--- src/rtl/raiden_pkg.sv ---
// raiden_pkg: definitions shared by the Raiden sequencing controller, the
// control unit and the IO block.
//   exec_state_t        - execution controller FSM encoding (drives LEDs)
//   HALT_OPCODE_DEFAULT - opcode that stops execution
//   IO_OP_*             - io_op field values produced by the control unit
package raiden_pkg;

    typedef enum logic [2:0] {
        ST_IDLE    = 3'd0,
        ST_RUN     = 3'd1,
        ST_WAIT_IN = 3'd2,
        ST_HALTED  = 3'd3
    } exec_state_t;

    localparam logic [5:0] HALT_OPCODE_DEFAULT = 6'b111111;

    localparam logic [3:0] IO_OP_NONE = 4'd0;
    localparam logic [3:0] IO_OP_IN   = 4'd1;
    localparam logic [3:0] IO_OP_OUT  = 4'd2;

endpackage

--- src/rtl/edge_sync.sv ---
// edge_sync: brings an asynchronous, already-debounced button level into the
// clock domain and turns each rising edge into a one-cycle pulse.
// Ports:
//   clock - system clock
//   reset - asynchronous active-low reset
//   pin   - debounced button level (asynchronous to clock)
//   pulse - registered one-cycle pulse, high two edges after pin is first
//           sampled high
module edge_sync (
    input  logic clock,
    input  logic reset,
    input  logic pin,
    output logic pulse
);

    logic sync_1;
    logic sync_2;
    logic sync_prev;

    always_ff @(posedge clock or negedge reset) begin
        if (!reset) begin
            sync_1    <= 1'b0;
            sync_2    <= 1'b0;
            sync_prev <= 1'b0;
            pulse     <= 1'b0;
        end else begin
            sync_1    <= pin;
            sync_2    <= sync_1;
            sync_prev <= sync_2;
            pulse     <= sync_2 & ~sync_prev;
        end
    end

endmodule

--- src/rtl/exec_controller.sv ---
// exec_controller: sequences the single-cycle Raiden datapath from a
// free-running clock. Provides RUN, single STEP, input wait and HALT, and
// counts retired instructions.
// Ports:
//   clock         - system clock
//   reset         - asynchronous active-low reset
//   run_sw        - level, 1 selects continuous RUN
//   step_btn      - debounced level, rising edge requests one instruction
//   confirm_btn   - debounced level, rising edge releases an input wait
//   restart_btn   - debounced level, rising edge restarts the program
//   opcode        - opcode of the currently fetched instruction
//   io_op         - IO control of the current instruction
//   cpu_en        - one-cycle commit enable for PC, register bank, data memory
//   pc_clear      - one-cycle synchronous PC clear
//   waiting_input - high while in WAIT_IN
//   halted        - high while in HALTED
//   state         - FSM state encoding (LEDs / debug)
//   instr_count   - retired instruction count, saturating
//
// cpu_en is a strobe with no ready: the datapath always commits on the edge
// where cpu_en=1, and the next opcode is valid in the following cycle.
module exec_controller
    import raiden_pkg::*;
#(
    parameter int unsigned RUN_DIV     = 4,
    parameter logic [5:0]  HALT_OPCODE = HALT_OPCODE_DEFAULT,
    parameter logic [3:0]  IO_IN_OP    = IO_OP_IN
) (
    input  logic        clock,
    input  logic        reset,
    input  logic        run_sw,
    input  logic        step_btn,
    input  logic        confirm_btn,
    input  logic        restart_btn,
    input  logic [5:0]  opcode,
    input  logic [3:0]  io_op,
    output logic        cpu_en,
    output logic        pc_clear,
    output logic        waiting_input,
    output logic        halted,
    output logic [2:0]  state,
    output logic [15:0] instr_count
);

    localparam int DIV_W = (RUN_DIV > 1) ? $clog2(RUN_DIV) : 1;
    localparam logic [DIV_W-1:0] DIV_TERM = DIV_W'(RUN_DIV - 1);

    logic step_pulse;
    logic confirm_pulse;
    logic restart_pulse;

    edge_sync u_step_sync (
        .clock (clock),
        .reset (reset),
        .pin   (step_btn),
        .pulse (step_pulse)
    );

    edge_sync u_confirm_sync (
        .clock (clock),
        .reset (reset),
        .pin   (confirm_btn),
        .pulse (confirm_pulse)
    );

    edge_sync u_restart_sync (
        .clock (clock),
        .reset (reset),
        .pin   (restart_btn),
        .pulse (restart_pulse)
    );

    exec_state_t      state_q,    state_d;
    logic [DIV_W-1:0] div_q,      div_d;
    logic             cpu_en_q,   cpu_en_d;
    logic             pc_clear_q, pc_clear_d;
    logic             waiting_q,  waiting_d;
    logic             halted_q,   halted_d;
    logic [15:0]      count_q,    count_d;
    logic             issue_req;

    always_ff @(posedge clock or negedge reset) begin
        if (!reset) begin
            state_q    <= ST_IDLE;
            div_q      <= '0;
            cpu_en_q   <= 1'b0;
            pc_clear_q <= 1'b0;
            waiting_q  <= 1'b0;
            halted_q   <= 1'b0;
            count_q    <= '0;
        end else begin
            state_q    <= state_d;
            div_q      <= div_d;
            cpu_en_q   <= cpu_en_d;
            pc_clear_q <= pc_clear_d;
            waiting_q  <= waiting_d;
            halted_q   <= halted_d;
            count_q    <= count_d;
        end
    end

    always_comb begin
        state_d    = state_q;
        div_d      = div_q;
        cpu_en_d   = 1'b0;
        pc_clear_d = 1'b0;
        issue_req  = 1'b0;
        // The instruction retires on the edge where cpu_en_q is high.
        count_d    = (cpu_en_q && count_q != 16'hFFFF) ? count_q + 16'd1 : count_q;

        if (restart_pulse) begin
            pc_clear_d = 1'b1;
            count_d    = '0;
            state_d    = ST_IDLE;
            div_d      = '0;
        end else begin
            unique case (state_q)
                ST_IDLE: begin
                    if (run_sw) begin
                        state_d = ST_RUN;
                        div_d   = '0;
                    end else if (step_pulse) begin
                        issue_req = 1'b1;
                    end
                end
                ST_RUN: begin
                    if (!run_sw) begin
                        state_d = ST_IDLE;
                        div_d   = '0;
                    end else if (div_q == DIV_TERM) begin
                        div_d     = '0;
                        issue_req = 1'b1;
                    end else begin
                        div_d = div_q + DIV_W'(1);
                    end
                end
                ST_WAIT_IN: begin
                    // The waiting instruction is known to be IO, so it
                    // commits without repeating the HALT/IO checks.
                    if (confirm_pulse) begin
                        cpu_en_d = 1'b1;
                        div_d    = '0;
                        state_d  = run_sw ? ST_RUN : ST_IDLE;
                    end
                end
                ST_HALTED: begin
                    state_d = ST_HALTED;
                end
                default: begin
                    state_d = ST_IDLE;
                    div_d   = '0;
                end
            endcase

            // Issue check: HALT and keyboard-input instructions never
            // commit directly from IDLE or RUN.
            if (issue_req) begin
                if (opcode == HALT_OPCODE) begin
                    state_d = ST_HALTED;
                end else if (io_op == IO_IN_OP) begin
                    state_d = ST_WAIT_IN;
                end else begin
                    cpu_en_d = 1'b1;
                end
            end
        end

        waiting_d = (state_d == ST_WAIT_IN);
        halted_d  = (state_d == ST_HALTED);
    end

    assign cpu_en        = cpu_en_q;
    assign pc_clear      = pc_clear_q;
    assign waiting_input = waiting_q;
    assign halted        = halted_q;
    assign state         = state_q;
    assign instr_count   = count_q;

endmodule

--- config.mk ---
export PLATFORM = sky130hd
export DESIGN_NAME = exec_controller
export DESIGN_NICKNAME = d
export VERILOG_FILES = /design/src/rtl/raiden_pkg.sv /design/src/rtl/edge_sync.sv /design/src/rtl/exec_controller.sv
export SDC_FILE = /design/constraint.sdc
export NUM_CORES = 1
export LEC_CHECK = 0
export CORE_UTILIZATION = 30
export DETAILED_ROUTE_END_ITERATION = 10
export SLEW_MARGIN = 20
export SYNTH_ARGS = -nofsm -noshare
export SYNTH_HDL_FRONTEND = slang
export SYNTH_HIERARCHICAL = 1
export SYNTH_SLANG_ARGS = --single-unit
--- constraint.sdc ---
create_clock -name clock -period 2.4 [get_ports clock]
set_input_delay 0.48 -clock clock [delete_from_list [all_inputs] [get_ports clock]]
set_output_delay 0.48 -clock clock [all_outputs]
set_load 0.005 [all_outputs]
Word-level counts from Yosys, hierarchy flattened
Cells that the tools add are included.
{"block": "word_totals", "ff_bits": 37, "inputBits": 16, "wordCells": 73}
{"block": "op_classes", "n_addsub": 2, "eq_ne": 12, "mux": 30, "bitwise_logic": 6, "reduce_logical": 4}
{"operator": "2-to-1 mux 16 bit", "n": 2}
{"operator": "2-to-1 mux 3 bit", "n": 7}
{"operator": "adder 16 x 1 -> 16 bit, second input constant", "n": 1}
{"operator": "inequality test 16 bit, second input constant", "n": 1}
{"operator": "2-to-1 mux 1 bit", "n": 13}
{"operator": "== test 3 x 2 -> 1 bit, second input constant", "n": 4}
{"operator": "one-hot mux 3 bit (4 select lines)", "n": 1}
{"operator": "2-to-1 mux 2 bit", "n": 5}
{"operator": "one-hot mux 2 bit (4 select lines)", "n": 1}
{"operator": "== test 6 bit, second input constant", "n": 1}
{"operator": "== test 4 x 1 -> 1 bit, second input constant", "n": 1}
{"operator": "bitwise AND 1 bit", "n": 3}
{"operator": "== test 3 x 1 -> 1 bit, second input constant", "n": 1}
{"operator": "logical NOT 3 bit", "n": 1}
{"operator": "inequality test 3 x 1 -> 1 bit, second input constant", "n": 1}
{"operator": "inequality test 3 x 2 -> 1 bit, second input constant", "n": 1}
{"operator": "NOT 1 bit", "n": 3}
{"operator": "AND reduction 3 bit", "n": 1}
{"operator": "adder 2 x 1 -> 2 bit, second input constant", "n": 1}
{"operator": "== test 2 bit, second input constant", "n": 1}
{"operator": "inequality test 2 x 1 -> 1 bit, second input constant", "n": 1}
{"operator": "one-hot mux 1 bit (2 select lines)", "n": 1}
{"operator": "nonzero test 2 bit", "n": 1}
{"operator": "logical AND 1 bit", "n": 1}

Longest topological paths before layout
Gate-level depths: netlist of the first run.
{"block": "logic_depth", "depth_word": 8, "depth_mapped": 5, "depth_no_buf": 5}

Hierarchy
Netlist of the first run, hierarchy kept.
{"mod": "exec_controller", "n_inst": 1, "cells_per_inst": 147, "area_per_inst_um2": 1383.8, "seq_area_each_um2": 625.6}
{"mod": "edge_sync", "n_inst": 3, "cells_per_inst": 5, "area_per_inst_um2": 113.9, "seq_area_each_um2": 100.1}

Worst setup path after synthesis of the first run
Ideal clock, no wire load.
{"block": "synth_timing", "path_type": "register -> register", "start": "reg count_q[0] (netlist: instr_count[0])", "end": "reg count_q[14] (netlist: instr_count[14])", "t_arrival_ps": 1620, "t_required_ps": 2272, "setup_slack_ps": 653, "stages_incl_launch_ff": 6, "cell_sequence": "dfrtp_1 -> ha_1 -> nand3_1 -> or3_4 -> nor4_1 -> mux2_1"}
{"block": "synth_via", "elab_chain_len": 3, "word_cells_on_any_way": 6, "classes_between": "add/sub: 1; eq/ne: 1; mux: 2; reduce/logical: 2"}
{"item": "start, declared", "line": "exec_controller.sv:79", "text": "logic [15:0] count_q, count_d;"}
{"item": "start signal, assigned", "line": "exec_controller.sv:98", "text": "count_q <= count_d;"}
{"item": "adder 16 x 1 -> 16 bit / inequality test 16 bit (equally long branches)", "line": "exec_controller.sv:109", "text": "count_d = (cpu_en_q && count_q != 16'hFFFF) ? count_q + 16'd1 : count_q;"}
{"item": "2-to-1 mux 16 bit / logical AND 1 bit (equally long branches)", "line": "exec_controller.sv:109"}
{"item": "2-to-1 mux 16 bit / nonzero test 2 bit (equally long branches)"}
Parallel ways exist; a longest one is shown, timed or not. The select of a mux whose other input is x is not followed.
A chain may end at the register's enable or synchronous reset.

Worst setup path in the final report of the first run
Same ends and word-level chain as after synthesis.

==> results of run 1 <==
## final cells by class
type	instances	area (µm²)
Inverter	7	26.28
Fill cell	565	3239
Sequential cell	37	925.9
Multi-Input combinational cell	114	757.0
Clock buffer	6	72.57
Tap cell	72	90.09
Timing Repair Buffer	40	390.4
Clock inverter	2	38.79
## worst max-delay path, cell delays in order (launching register included)
cell and delay, ps:
dfrtp_1 420, ha_1 240, nand3_1 170, or3_4 400
nor4_1 260, mux2_1 360
## cells in the mapped netlist, types with 3 or more instances
cell | instances | area, µm²
a21oi_1 | 10 | 50.05
clkbuf_1 | 3 | 11.26
dfrtp_1 | 37 | 925.9
inv_1 | 7 | 26.28
mux2_1 | 8 | 90.09
nand2_1 | 8 | 30.03
nand3_1 | 8 | 40.04
nand4_1 | 6 | 37.54
nor2_1 | 17 | 63.81
nor2b_1 | 9 | 56.30
nor2b_4 | 3 | 41.29
nor4_1 | 5 | 31.28
o31ai_1 | 4 | 30.03
or4_1 | 4 | 30.03
## path summary, 6_finish.rpt
| check | startpoint | slack (ps) | end | depth (start not counted) |
|---|---|---|---|---|
| max | instr_count[0] | 430 | instr_count[14] | 5 |
| min | reset | 280 | state[0] | 1 |
| max reg2reg | instr_count[0] | 430 | instr_count[14] | 5 |
| min reg2reg | u_confirm_sync/sync_1 | 350 | u_confirm_sync/sync_2 | 0 |
| max in group asynchronous | reset | 1600 | u_step_sync/sync_prev | 1 |
| min in group clock | u_confirm_sync/sync_1 | 350 | u_confirm_sync/sync_2 | 0 |
## cell families (layout without fill, tap and decap cells)
family / after synthesis / in the layout / synth area share (%)
AND/OR/NAND/NOR: 76 / 76 / 26.76
flip-flops: 37 / 37 / 53.66
AO/OA/AOI/OAI: 26 / 26 / 9.645
buffers and inverters: 11 / 55 / 2.466
multiplexers: 9 / 9 / 5.802
adder cells (fa/ha/maj): 2 / 2 / 1.450
other: 1 / 1 / 0.2173
## power by group through the flow
stage	Combinational, mW	Sequential [mW]	Clock, mW
2_1_floorplan	0.0290	0.660	0
5_1_grt	0.0884	0.657	0.577
4_1_cts	0.0793	0.655	0.549
3_5_place_dp	0.0791	0.667	0
3_3_place_gp	0.0779	0.667	0
6_report	0.0775	0.655	0.525
## stage by stage
stage | instance area [µm²] | util (%)
after floorplan | 1725 | -
after global placement | 2190 | 39.52
after detailed placement | 2190 | 39.52
after CTS | 2301 | 41.53
after global routing | 2301 | 41.53
final | 2301 | 41.53
## layer usage
metal	routed length [µm]	up-vias	GRT usage (%)
met1	1752	642	17.37
li1	-	668	-
met4	37	0	5.094
met3	147	4	3.059
met2	1579	31	20.97
met5	0	-	0
==> flow_summary.toml, run 1 <==
[yosys]
synth_cells = 162
synthFlopType = "dfrtp_1"
synth_async_sr_flop_share_pct = 100.0
yosys_register_bits = 37
synth_area_per_cell_um2 = 10.65
synth_seq_area_share_pct = 53.66
synth.distinct_cells = 40
synth_net_count = 180
synth_edf_count = 0
mappedNetlistArea_um2 = 1725
ys.warnings.count = 6

[setup_path]
required_time_reported_for_the_critical_path_endpoint_ps = 2560
critPathCaptureType = "flop"
path_class = "flop to flop"
cp-start-kind = "flop"
critPathMaxFanout = 5
arrival_ps = 2130

[power]
relative_contribution_of_sequential_cells_to_total_power_pct = 52.1
power.share.clock_pct = 41.8
power.net_switching_uw = 262.3
pwr_density_cell_nw_per_um2 = 546.4
totalPowerFinal_mw = 1.257
static_leakage_nw = 0.9442
max-vdd-ir-drop_mv = 0.3175
p_int_uw = 995.0
combinationalPowerShare_pct = 6.2
p_sw_share_pct = 20.86

[floorplan]
floorplan.die.width_um = 77.84
core_region_area_um2 = 5540
die_y_um = 77.84
rows = 27
io-pin-count = 39
start_util_pct = 31.14
die_area_um2 = 6058

[clock_network]
cts_tree = "built"
cts_root_buffer = "clkbuf_8"
post-cts-setup-buffer-count = 0
worst_skew_pair.late_latency_ps = 280
ctsHtreeMaxLevel = 2
cts_hold_buffers = 0
post_cts.resized_instances = 0
maximum_clock_path_buffer_count = 2
clkSlewWorstSetupHoldPaths_ps = 70
cts_buffers = 5
clock-sinks = 37

[status]
run_status = "completed"

[timing]
final.setup.worst_slack_ps = 434.9
max_slew_violation_total_from_the_final_report = 0
layout_worst_path_cycle_share_pct = 81.88
finalHoldViolations = 0
min_period_ps = 1965
rsz_0062_raised_after_global_routing = "no"
worst_clock_skew_ps = 4.325
setup-violations-final = 0
fin_hold_ws_ps = 280.8
max_freq_mhz = 508.9
tightest_slew_ps = 803.7
setup_total_negative_slack_ps = 0
slew-limit-headroom_pct = 46.42

[global_routing]
gr_usage_total_pct = 13.21
grt_antenna_before_repair = 0
global_route_wire_length_before_repair_um = 6258
via_count_of_the_first_global_routing_pass = 1339
globalRoute.totalOverflow = 0
grt_start_max_net_pins = 38

[detailed_routing]
detail_route.drc_violations = 0
detailedRoute.firstPassIterationCount = 4
avg_wl_per_cell_um = 12.65
dr_total_vias = 1345
drt.antenna.violating_nets = 0
routed_via_density = 4.838
postRouteWirelength_um = 3516
first_iter_violations = 44

[finish]
areaGrowthSynthToFinish_pct = 33.36
nets = 223
num_antenna_cells = 0
final_layout_size_suffix_gt1_share_pct = 9.223
most_frequent_cells_in_the_layout = "dfrtp_1, clkdlybuf4s50_1, nor2_1, a21oi_1, nor2b_1"
post_layout_nonfiller_instances = 278
flip_flop_count_of_the_largest_register_after_layout = 16

[place]
io_buffer_count = 38
routability_congestion = 0.7934
post-place-cells = 270
detailedPlace.worstSlack_ps = 217.3
detailed_place_hpwl_um = 2507

[hold_path]
worst_hold_class = "primary input to asynchronous set/reset pin"

[flow_run]
max_cap_check_violation_count = 0
Power figures use the tool's default switching activity.
==> run 2: changes to the inputs <==
==> constraint.sdc (replaced) <==
create_clock -name clock -period 1.9 [get_ports clock]
set_input_delay 0.38 -clock clock [delete_from_list [all_inputs] [get_ports clock]]
set_output_delay 0.38 -clock clock [all_outputs]
set_load 0.005 [all_outputs]
==> run 2 against run 1 <==
  * Final area increased by 4.7%
  * Sequential cell count unchanged
  * Worst setup slack worse by 300 ps
  * Via count is 2.8% higher
  * Sequential share of layout area fell by 1.8 points
  * Critical path depth stayed put
  * Worst hold slack worse by 160 ps
  * Clock skew grew 2.7 ps
  * First-iteration DRC count increased by 73%
  * Cell count is 5.8% higher
  * Total power up 20%
  * Die area stayed put
  * Largest power group unchanged
==> flow_summary.toml, run 2 (synthesis results as in run 1) <==
[timing]
setup-violations-final = 0
layout_worst_path_cycle_share_pct = 93.10
worst_clock_skew_ps = 7.018
final.setup.worst_slack_ps = 131.1
finalHoldViolations = 0
rsz_0062_raised_after_global_routing = "no"
max_freq_mhz = 565.3
min_period_ps = 1769
max_slew_violation_total_from_the_final_report = 0

[finish]
nets = 239
final_layout_size_suffix_gt1_share_pct = 16.67
areaGrowthSynthToFinish_pct = 39.67
flip_flop_count_of_the_largest_register_after_layout = 16
design_area_um2 = 2410
num_antenna_cells = 0
most_frequent_cells_in_the_layout = "dfrtp_1, clkdlybuf4s50_1, buf_4, nor2_1, a21oi_1"

[global_routing]
globalRoute.totalOverflow = 0
grt_start_max_net_pins = 38
groute.layer.met2.usage_pct = 21.33
grt_util_met1_pct = 17.54
gr_usage_total_pct = 13.50
met3_usage_pct = 3.294
grt_busiest_layer = "met2"
grt_antenna_before_repair = 0
global_route_wire_length_before_repair_um = 6417
via_count_of_the_first_global_routing_pass = 1382

[clock_network]
ctsHtreeMaxLevel = 2
maximum_clock_path_buffer_count = 2
post-cts-setup-buffer-count = 0
clkSlewWorstSetupHoldPaths_ps = 80
cts_buffers = 5
cts_root_buffer = "clkbuf_8"
cts_tree = "built"
worst_skew_pair.late_latency_ps = 290
clock-sinks = 37

[power]
power.net_switching_uw = 372.3
power.share.clock_pct = 38.1
static_leakage_nw = 1.015
combinationalPowerShare_pct = 7.7
p_int_mw = 1.135
pwr_density_cell_nw_per_um2 = 625.4
p_sw_share_pct = 24.70
relative_contribution_of_sequential_cells_to_total_power_pct = 54.2
max-vdd-ir-drop_mv = 0.3173

[place]
routability_congestion = 0.7727
io_buffer_count = 38
detailedPlace.worstSlack_ps = -182.9
detailed_place_hpwl_um = 2619
post_dp_cell_area_um2 = 2310

[floorplan]
die_y_um = 77.84
core_region_area_um2 = 5540
rows = 27
start_util_pct = 31.14
floorplan.die.width_um = 77.84
die_area_um2 = 6058
io-pin-count = 39

[detailed_routing]
postRouteWirelength_um = 3670
dr_total_vias = 1383
detail_route.drc_violations = 0
routed_via_density = 4.704
avg_wl_per_cell_um = 12.48
drt.antenna.violating_nets = 0
detailedRoute.firstPassIterationCount = 4
first_iter_violations = 76

[setup_path]
required_time_reported_for_the_critical_path_endpoint_ps = 2120
worst_r2r_endpoint = "instr_count[13]"
cp.buffers_inverters = 1
timing.reg2reg.setup_slack_ps = 180
crit_path_max_incr_delay_ps = 540
critPathCaptureType = "flop"
critPathMaxFanout = 3
arrival_ps = 1990
worstPathCellList = "clkdlybuf4s50_1, or4b_1, a211o_1, a32oi_1, nor2b_1"
critical-path-slowest-cell = "or4b_1"
ff2ff_path_depth = 4
cell_family_with_the_largest_share_of_critical_path_delay = "simple AND/OR/NAND/NOR gates"
cp-start-kind = "primary input"
path_class = "primary input to flop"
crit-reg2reg-launch = "instr_count[7]"

[status]
run_status = "completed"

[flow_run]
max_cap_check_violation_count = 0

[hold_path]
worst_hold_class = "primary input to asynchronous set/reset pin"
-- run 2: cell count changes in the layout (fill, tap and decap cells not counted), sizes merged --
cell	previous run	this run
buf	3	19
bufinv	1	0
clkbuf	6	5
clkinvlp	0	1
inv	7	8
-- run 2: repair_timing --
action | in CTS | in global routing
endpoints found under the hold margin | 0 | 0
endpoints found under the setup margin | 0 | 1
hold buffers | 0 | 0
gates resized for setup | 0 | 1
-- run 2: per-stage QoR --
| stage | hold slack [ps] | setup TNS (ps) | util [%] | instances | power, mW |
|---|---|---|---|---|---|
| finish | 120.3 | 0 | 43.50 | 294 | 1.507 |
| global route | 160.1 | 0 | 43.50 | 294 | 1.577 |
| CTS | 133.9 | 0 | 43.38 | 294 | 1.537 |
| detailed placement | 335.8 | -471.6 | 41.69 | 286 | 0.9515 |
| global placement | 332.7 | -351.7 | 41.69 | 286 | 0.9493 |
| floorplan | 84.41 | 0 | - | 162 | 0.8707 |
-- run 2: power groups by stage --
stage / clock (mW) / combinational [mW] / sequential (mW)
after floorplan: 0 / 0.0367 / 0.834
after global placement: 0 / 0.117 / 0.833
after detailed placement: 0 / 0.118 / 0.833
after CTS: 0.600 / 0.119 / 0.818
after global routing: 0.627 / 0.130 / 0.820
final: 0.573 / 0.116 / 0.817
-- run 2: worst max-delay path by stage --
stage	startpoint	to	slack (ps)	cells past startpoint
CTS	instr_count[0]	instr_count[14]	90	5
floorplan	instr_count[0]	instr_count[14]	150	5
detailed placement	io_op[1]	waiting_input	-180	5
finish	io_op[1]	waiting_input	130	5
global placement	io_op[1]	waiting_input	-150	5
global route	instr_count[7]	instr_count[13]	8	4
-- run 2: layer usage --
metal,vias to the layer above,share of wire [%]
met5,-,0
met4,0,0.98
met3,4,3.7
met2,24,46
met1,658,50
li1,697,-
-- run 2: layout make-up --
type	instances	area (µm²)
fill	542	3131
timing repair buffer	56	510.5
clock inverter	3	25.02
tap	72	90.09
clock buffer	5	68.82
sequential	37	925.9
inverter	7	26.28
multi-input combinational	114	763.2
==> run 3: changes to the inputs <==
==> constraint.sdc (replaced) <==
create_clock -name clock -period 1.8 [get_ports clock]
set_input_delay 0.36 -clock clock [delete_from_list [all_inputs] [get_ports clock]]
set_output_delay 0.36 -clock clock [all_outputs]
set_load 0.005 [all_outputs]
==> run 3 against run 2 <==
  * Via count grew 4.1%
  * Critical path depth unchanged
  * Non-clock buffer count rose by 8
  * Global-route usage is 0.24 points higher
  * Core utilization increased by 2.9 points
  * Clock power grew 48%
  * Worst setup slack worse by 78 ps
  * Sequential power is 6.2% higher
  * Critical path type unchanged
  * Largest power group unchanged
  * Highest routed layer unchanged
==> flow_summary.toml, run 3 (synthesis results as in run 1) <==
[detailed_routing]
avg_wl_per_cell_um = 12.30
detailedRoute.firstPassIterationCount = 4
drt.antenna.violating_nets = 0
first_iter_violations = 97
dr_total_vias = 1440
detail_route.drc_violations = 0
routed_via_density = 4.768
postRouteWirelength_um = 3716

[global_routing]
gr_usage_total_pct = 13.74
global_route_wire_length_before_repair_um = 6548
globalRoute.totalOverflow = 0
via_count_of_the_first_global_routing_pass = 1421
grt_antenna_before_repair = 0
grt_start_max_net_pins = 23

[floorplan]
rows = 27
core_region_area_um2 = 5540
start_util_pct = 31.14
die_y_um = 77.84
floorplan.die.width_um = 77.84
die_area_um2 = 6058
io-pin-count = 39

[finish]
num_antenna_cells = 0
post-route-util_pct = 46.39
nets = 247
flip_flop_count_of_the_largest_register_after_layout = 16
areaGrowthSynthToFinish_pct = 48.95
post_layout_nonfiller_instances = 302
most_frequent_cells_in_the_layout = "dfrtp_1, clkdlybuf4s50_1, buf_4, nor2_1, a21oi_1"
final_layout_size_suffix_gt1_share_pct = 20.87

[power]
relative_contribution_of_sequential_cells_to_total_power_pct = 47.1
max-vdd-ir-drop_mv = 0.4490
pwr_density_cell_nw_per_um2 = 717.3
p_sw_share_pct = 19.87
power.share.clock_pct = 46.0
power.net_switching_uw = 366.2
p_int_mw = 1.477
static_leakage_nw = 1.093
combinationalPowerShare_pct = 6.9

[timing]
tightest_slew_ps = 538.2
max_freq_mhz = 572.3
worst_clock_skew_ps = 3.536
min_period_ps = 1747
final.setup.worst_slack_ps = 52.57
slew-limit-headroom_pct = 64.12
fin_hold_ws_ps = 348.7
setup-violations-final = 0
layout_worst_path_cycle_share_pct = 97.08
rsz_0062_raised_after_global_routing = "yes"
finalHoldViolations = 0
max_slew_violation_total_from_the_final_report = 0

[place]
routability_congestion = 0.7685
detailedPlace.worstSlack_ps = -261.8
post-place-cells = 293
io_buffer_count = 38
detailed_place_hpwl_um = 2717

[setup_path]
cp-start-kind = "primary input"
required_time_reported_for_the_critical_path_endpoint_ps = 2020
critPathCaptureType = "flop"
crit_path_max_incr_delay_ps = 560
arrival_ps = 1960
ff2ff_path_depth = 4
cp.buffers_inverters = 1
cell_family_with_the_largest_share_of_critical_path_delay = "simple AND/OR/NAND/NOR gates"
critPathMaxFanout = 3
path_class = "primary input to flop"
crit-reg2reg-launch = "instr_count[4]"
critical-path-slowest-cell = "or4b_1"
worstPathCellList = "clkdlybuf4s50_1, or4b_1, a211o_1, a32oi_2, nor2b_1"
timing.reg2reg.setup_slack_ps = 130
worst_r2r_endpoint = "instr_count[11]"

[clock_network]
clkSlewWorstSetupHoldPaths_ps = 70
ctsHtreeMaxLevel = 2
post-cts-setup-buffer-count = 0
clock-sinks = 37
cts_root_buffer = "clkbuf_8"
worst_skew_pair.late_latency_ps = 280
cts_tree = "built"
maximum_clock_path_buffer_count = 2
cts_buffers = 5

[hold_path]
timing.hold.worst.start = "u_restart_sync/sync_1"
worstHoldEndpoint = "u_restart_sync/sync_2"
timing.hold.worst_path_depth = 0
worst_hold_class = "flop to flop"

[flow_run]
max_cap_check_violation_count = 0

[status]
run_status = "completed"
[run 3: worst register-to-register path: stages, from the launching register on]
cell     delay (ps)
dfrtp_1         380
nand3_2         140
or2_0           360
nor4_1          330
mux2_1          350
[run 3: stage by stage]
stage | power (mW) | instance area (µm²) | TNS (ps)
floorplan | 0.9190 | 1725 | 0
global placement | 1.010 | 2387 | -636.9
detailed placement | 1.011 | 2387 | -722.4
CTS | 1.859 | 2531 | 0
global route | 1.920 | 2570 | -0.5349
finish | 1.844 | 2570 | 0
[run 3: final cells by class]
type	count	area, µm²
Timing Repair Buffer	64	598.1
Inverter	7	26.28
Clock inverter	3	65.06
Fill cell	535	2970
Tap cell	72	90.09
Clock buffer	5	68.82
Multi-Input combinational cell	114	795.8
Sequential cell	37	925.9
[run 3: how the worst max path moves through the flow]
stage                         startpoint               to  cells past startpoint
after CTS                 instr_count[0]  instr_count[14]                      5
after floorplan           instr_count[0]  instr_count[14]                      5
after global placement          io_op[1]    waiting_input                      5
after global routing      instr_count[0]  instr_count[12]                      5
after detailed placement        io_op[1]    waiting_input                      5
final                           io_op[1]    waiting_input                      5
[run 3: repair_timing]
item                                   CTS  global route
setup endpoints to repair                0             5
endpoints found under the hold margin    6             0
gates resized for setup                  0             6
hold buffers                             1             0
[run 3: power by group through the flow]
stage	registers (mW)	logic, mW	clock network, mW
2_1_floorplan	0.880	0.0387	0
3_3_place_gp	0.883	0.127	0
3_5_place_dp	0.884	0.127	0
4_1_cts	0.868	0.130	0.862
5_1_grt	0.870	0.144	0.906
6_report	0.868	0.128	0.848
[run 3: routing by layer]
metal  part of all wire (%)  up-vias  global-route usage, %  wire length, µm
met5                      0        -                      0                0
met4                   0.62        0                  4.528               23
met3                    4.0        2                  3.647              148
met2                     46       26                  22.12             1716
met1                     49      695                  17.83             1828
li1                       -      717                      -                -
